File: src/rtl/ctr_stream_ctrl_if.sv
// Block-stream and CTR-core handshake bundle for ctr_stream_ctrl.
// master = controller side, slave = environment (stream source/sink plus core).
interface ctr_stream_ctrl_if;
    logic         in_valid;
    logic         in_ready;
    logic [127:0] in_data;
    logic         out_valid;
    logic         out_ready;
    logic [127:0] out_data;
    logic         core_init;
    logic         core_next;
    logic [127:0] core_data;
    logic         core_ready;
    logic [127:0] core_out;

    modport master (
        input  in_valid, in_data, out_ready, core_ready, core_out,
        output in_ready, out_valid, out_data, core_init, core_next, core_data
    );

    modport slave (
        output in_valid, in_data, out_ready, core_ready, core_out,
        input  in_ready, out_valid, out_data, core_init, core_next, core_data
    );
endinterface

File: src/rtl/ctr_stream_ctrl.sv
// Sequences key expansion and one-block-at-a-time CTR-core processing between two stream handshakes.
// Latency: accept -> ISSUE -> WAIT_LO -> WAIT_HI (core time) -> OUT; at least 3 cycles plus core compute.
// Backpressure: in_ready only in READY with no key_load; OUT holds out_valid/out_data until out_ready.
module ctr_stream_ctrl #(
    parameter int unsigned TIMEOUT = 64
) (
    input  logic                     clk_i,
    input  logic                     rst_ni,
    input  logic                     key_load_i,
    ctr_stream_ctrl_if.master        bus,
    output logic                     key_valid_o,
    output logic                     err_timeout_o,
    output logic [31:0]              block_count_o
);

    typedef enum logic [3:0] {
        NOKEY, KINIT, KWAIT_LO, KWAIT_HI, READY, ISSUE, WAIT_LO, WAIT_HI, OUT
    } state_e;

    localparam logic [15:0] WDOG_LIMIT = 16'(TIMEOUT - 1);

    state_e       state_q, state_d;
    logic [127:0] core_data_q, core_data_d;
    logic [127:0] out_data_q, out_data_d;
    logic         key_valid_q, key_valid_d;
    logic         err_q, err_d;
    logic [31:0]  count_q, count_d;
    logic [15:0]  wdog_q, wdog_d;
    logic         wdog_expired;

    always_ff @(posedge clk_i or negedge rst_ni) begin
        if (!rst_ni) begin
            state_q     <= NOKEY;
            core_data_q <= '0;
            out_data_q  <= '0;
            key_valid_q <= 1'b0;
            err_q       <= 1'b0;
            count_q     <= '0;
            wdog_q      <= '0;
        end else begin
            state_q     <= state_d;
            core_data_q <= core_data_d;
            out_data_q  <= out_data_d;
            key_valid_q <= key_valid_d;
            err_q       <= err_d;
            count_q     <= count_d;
            wdog_q      <= wdog_d;
        end
    end

    always_comb begin
        state_d      = state_q;
        core_data_d  = core_data_q;
        out_data_d   = out_data_q;
        key_valid_d  = key_valid_q;
        err_d        = err_q;
        count_d      = count_q;
        wdog_d       = '0;
        wdog_expired = (wdog_q == WDOG_LIMIT);

        case (state_q)
            NOKEY: begin
                if (key_load_i) state_d = KINIT;
            end
            KINIT: state_d = KWAIT_LO;
            KWAIT_LO: begin
                wdog_d = wdog_q + 16'd1;
                if (!bus.core_ready) state_d = KWAIT_HI;
                else if (wdog_expired) begin
                    err_d       = 1'b1;
                    key_valid_d = 1'b0;
                    state_d     = NOKEY;
                end
            end
            KWAIT_HI: begin
                wdog_d = wdog_q + 16'd1;
                if (bus.core_ready) begin
                    key_valid_d = 1'b1;
                    state_d     = READY;
                end else if (wdog_expired) begin
                    err_d       = 1'b1;
                    key_valid_d = 1'b0;
                    state_d     = NOKEY;
                end
            end
            READY: begin
                // A re-key request wins over a block offered in the same cycle.
                if (key_load_i) begin
                    key_valid_d = 1'b0;
                    state_d     = KINIT;
                end else if (bus.in_valid) begin
                    core_data_d = bus.in_data;
                    state_d     = ISSUE;
                end
            end
            ISSUE: state_d = WAIT_LO;
            WAIT_LO: begin
                wdog_d = wdog_q + 16'd1;
                if (!bus.core_ready) state_d = WAIT_HI;
                else if (wdog_expired) begin
                    err_d       = 1'b1;
                    key_valid_d = 1'b0;
                    state_d     = NOKEY;
                end
            end
            WAIT_HI: begin
                wdog_d = wdog_q + 16'd1;
                if (bus.core_ready) begin
                    out_data_d = bus.core_out;
                    state_d    = OUT;
                end else if (wdog_expired) begin
                    err_d       = 1'b1;
                    key_valid_d = 1'b0;
                    state_d     = NOKEY;
                end
            end
            OUT: begin
                if (bus.out_ready) begin
                    count_d = count_q + 32'd1;
                    state_d = READY;
                end
            end
            default: state_d = NOKEY;
        endcase
    end

    assign bus.in_ready   = (state_q == READY) && !key_load_i;
    assign bus.out_valid  = (state_q == OUT);
    assign bus.out_data   = out_data_q;
    assign bus.core_init  = (state_q == KINIT);
    assign bus.core_next  = (state_q == ISSUE);
    assign bus.core_data  = core_data_q;
    assign key_valid_o    = key_valid_q;
    assign err_timeout_o  = err_q;
    assign block_count_o  = count_q;

endmodule

File: src/flat_wrapper.sv
// flat-port wrapper written by rule: the top's interface ports become plain ports
module ctr_stream_ctrl_flat 
#(
    parameter int unsigned TIMEOUT = 64
)
  (clk_i, rst_ni, key_load_i, key_valid_o, err_timeout_o, block_count_o, bus_in_valid, bus_in_data, bus_out_ready, bus_core_ready, bus_core_out, bus_in_ready, bus_out_valid, bus_out_data, bus_core_init, bus_core_next, bus_core_data);
  ctr_stream_ctrl_if bus_i ();
  input  logic clk_i;
  input  logic rst_ni;
  input  logic key_load_i;
  output logic key_valid_o;
  output logic err_timeout_o;
  output logic [31:0] block_count_o;
  input wire logic [$bits(bus_i.in_valid)-1:0] bus_in_valid;
  input wire logic [$bits(bus_i.in_data)-1:0] bus_in_data;
  input wire logic [$bits(bus_i.out_ready)-1:0] bus_out_ready;
  input wire logic [$bits(bus_i.core_ready)-1:0] bus_core_ready;
  input wire logic [$bits(bus_i.core_out)-1:0] bus_core_out;
  output wire logic [$bits(bus_i.in_ready)-1:0] bus_in_ready;
  output wire logic [$bits(bus_i.out_valid)-1:0] bus_out_valid;
  output wire logic [$bits(bus_i.out_data)-1:0] bus_out_data;
  output wire logic [$bits(bus_i.core_init)-1:0] bus_core_init;
  output wire logic [$bits(bus_i.core_next)-1:0] bus_core_next;
  output wire logic [$bits(bus_i.core_data)-1:0] bus_core_data;
  assign bus_i.in_valid = bus_in_valid;
  assign bus_i.in_data = bus_in_data;
  assign bus_i.out_ready = bus_out_ready;
  assign bus_i.core_ready = bus_core_ready;
  assign bus_i.core_out = bus_core_out;
  assign bus_in_ready = bus_i.in_ready;
  assign bus_out_valid = bus_i.out_valid;
  assign bus_out_data = bus_i.out_data;
  assign bus_core_init = bus_i.core_init;
  assign bus_core_next = bus_i.core_next;
  assign bus_core_data = bus_i.core_data;
  ctr_stream_ctrl #(.TIMEOUT(TIMEOUT)) u_core (.clk_i(clk_i), .rst_ni(rst_ni), .key_load_i(key_load_i), .bus(bus_i), .key_valid_o(key_valid_o), .err_timeout_o(err_timeout_o), .block_count_o(block_count_o));
endmodule
File: config.mk
export PLATFORM = sky130hd
export DESIGN_NAME = ctr_stream_ctrl_flat
export DESIGN_NICKNAME = d
export VERILOG_FILES = /design/src/rtl/ctr_stream_ctrl_if.sv /design/src/rtl/ctr_stream_ctrl.sv /design/src/flat_wrapper.sv
export SDC_FILE = /design/constraint.sdc
export NUM_CORES = 1
export LEC_CHECK = 0
export ABC_AREA = 1
export BUFFER_PORTS_ARGS = -buffer_cell sky130_fd_sc_hd__buf_2
export CAP_MARGIN = 20
export CORE_ASPECT_RATIO = 0.6
export CORE_MARGIN = 2
export CORE_UTILIZATION = 35
export CTS_BUF_LIST = sky130_fd_sc_hd__clkbuf_4
export DETAILED_ROUTE_END_ITERATION = 8
export PLACE_DENSITY = 0.72
export SLEW_MARGIN = 20
export SYNTH_ARGS = -nofsm -noshare
export SYNTH_HDL_FRONTEND = slang
export SYNTH_SLANG_ARGS = --single-unit
File: constraint.sdc
create_clock -name clk_i -period 2.85 [get_ports clk_i]
set_clock_uncertainty 0.15 [all_clocks]
set_input_delay 0.57 -clock clk_i [delete_from_list [all_inputs] [get_ports clk_i]]
set_output_delay 0.57 -clock clk_i [all_outputs]
set_load 0.02 [all_outputs]
==> metrics.yaml <==
cts_tree: "yes"
fillerInstances: 2978
met3_usage_pct: 6.11
drt_pass1_iterations: 4
p_per_area_nw_per_um2: 889
rsz0062_at_grt: "no"
grt_overflow_total: 0
ir_drop_uv: 502
clk_latency_ps: 700
num_rows: 54
cts_hold_buf: 258
nets: 2119
area_growth_syn_to_layout_pct: 51.5
routed_via_density: 4.61
finalNonFillerCells: 2408
final_common_cell: "buf_2"
syn-num-nets: 1240
die_h_um: 154
dp.cells: 2022
gp_congestion: 0.900
hold_viol_final: 0
synth_cell_types: 27
cts_root_buffer: "clkbuf_4"
worst_pin_slew_ps: 793
initial_utilization_pct: 35.9
crit_path_max_fanout: 7
grt_most_used_layer: "met2"
hold_class: "input pin to flip-flop"
ctsResizeCount: 0
drt-wirelength-per-cell_um: 18.6
worstSetupPathType: "flip-flop to output port"
min_period_ps: 2640
io_pins: 556
ys_async_sr_fraction_pct: 100
cts_made_buffers: 77
crit_arrival_ps: 1920
use_met2_pct: 38.3
start_kind: "flip-flop"
synthFlopType: "dfrtp_1"
maxCapViolCount: 0
crit_required_ps: 2130
mostFrequentLayoutCells: "buf_2, dfrtp_1, dlygate4sd3_1"
min_period_over_period_pct: 92.5
wirelength_mm: 44.8
grt_max_degree: 76
grt_pass1_vias: 12000
drv_slew: 0
max_slew_margin_pct: 46.6
drcViolationCount: 0
dieArea_sq_um: 39300
setup_tns_ps: 0
grtUsageTotal_pct: 22.3
synthesis.area_sq_um: 13200
p_leak_nw: 10.9
rrSetupSlack_ps: 540
clock_sinks: 310
port_buffers: 555
ant_nets: 0
h-tree-depth: 3
status: "completed"
synth_warnings: 0
fmaxAchievable_mhz: 379
synth.avg_cell_area_sq_um: 13.5
cp-end-kind: "output port"
drtIter0Drc: 677
setup_viol: 0
ys_seq_area_share_pct: 58.9
dieWidth_um: 254
clk_path_buf_depth: 3
post-dp-hpwl_mm: 28.7
grt_pass1_wl_mm: 67.6
ys_ff_latch: 310
antenna_found_initial: 3
gr-usage-met1_pct: 25.7
cts_setup_buffers: 0
synthCells: 976
drive_above_1_share_pct: 50.0
design.core.area_sq_um: 36700
synth_edf_count: 0
path_clk_slew_ps: 70
via_count: 11100
[sequential cells by signal (all words and copies together), names as in the netlist]
name	cells
u_core.block_count_o	32
u_core.wdog_q	16
u_core.err_timeout_o	1
u_core.state_q	4
u_core.key_valid_o	1
u_core.bus.core_data	128
u_core.bus.out_data	128
[through the flow]
step	instance area (sq um)	hold slack (ps)	total power [W]	setup WS, ps	utilization, %
floorplan	13200	124	0.0110	996	-
global placement	16500	300	0.0134	663	44.8
detailed placement	16500	313	0.0136	548	44.8
CTS	20000	92.6	0.0176	99.9	54.4
global route	20000	135	0.0186	12.5	54.4
finish	20000	220	0.0177	213	54.4
[worst paths after layout]
path | from | end | depth (start not counted)
worst min register to register | u_core.wdog_q[0] | u_core.wdog_q[0] | 1
worst max register to register | u_core.state_q[2] | u_core.bus.core_data[19] | 7
worst max-delay path | u_core.state_q[2] | bus_in_ready | 5
max in group asynchronous | rst_ni | u_core.bus.core_data[8] | 3
worst min-delay path | bus_core_ready | u_core.err_timeout_o | 4
min in group asynchronous | rst_ni | u_core.bus.out_data[23] | 2
[area by class of cell]
type / count / area (sq um) / area share [%]
diodes: 3 / 7.51 / 0.0376
flip-flops and latches: 310 / 7760 / 38.9
clock buffers: 101 / 758 / 3.80
clock inverters: 24 / 160 / 0.802
multi-input cells: 580 / 4840 / 24.2
repair buffers: 830 / 5600 / 28.0
well taps: 504 / 631 / 3.16
inverters: 56 / 210 / 1.05
[report_power, final]
group,internal (W),switching (W)
sequential,0.00597,0.00100
clock,0.00183,0.00191
combinational,0.00313,0.00390
total,0.0109,0.00681
[worst max-delay path, stage by stage (launching register included)]
cell,delay (ps)
dfrtp_1,520
inv_2,140
nor2_4,110
nand2_2,100
nor2_4,180
buf_2,210
[logic make-up (layout without fill, tap and decap cells)]
group / Yosys count / count (layout) / share of synthesized area, %
flops: 310 / 310 / 58.9
buf+inv: 86 / 1011 / 4.59
xor+xnor: 21 / 21 / 1.40
fa+ha+maj: 2 / 2 / 0.190
simple gates: 277 / 277 / 8.93
other cells: 0 / 3 / 0
compound gates: 24 / 24 / 0.969
mux: 256 / 256 / 25.0
[cell usage after synthesis, drive strengths merged (5+ instances only)]
master	count	area (sq um)
dfrtp	310	7760
xor2	12	105
buf	28	387
nand3	32	160
xnor2	9	78.8
nand3b	5	37.5
inv	56	210
nand4	10	62.6
a21oi	12	60.1
mux2	256	3300
o21ai	9	45.0
nand2	140	531
nor2	80	333
nor3	8	40.0
[routing by layer]
metal,up-vias,part of all wire [%]
met1,5444,39
li1,5069,-
met4,0,4.2
met3,128,7.1
met5,-,0
met2,456,50
Note: power is estimated with default switching activity, not from simulation.
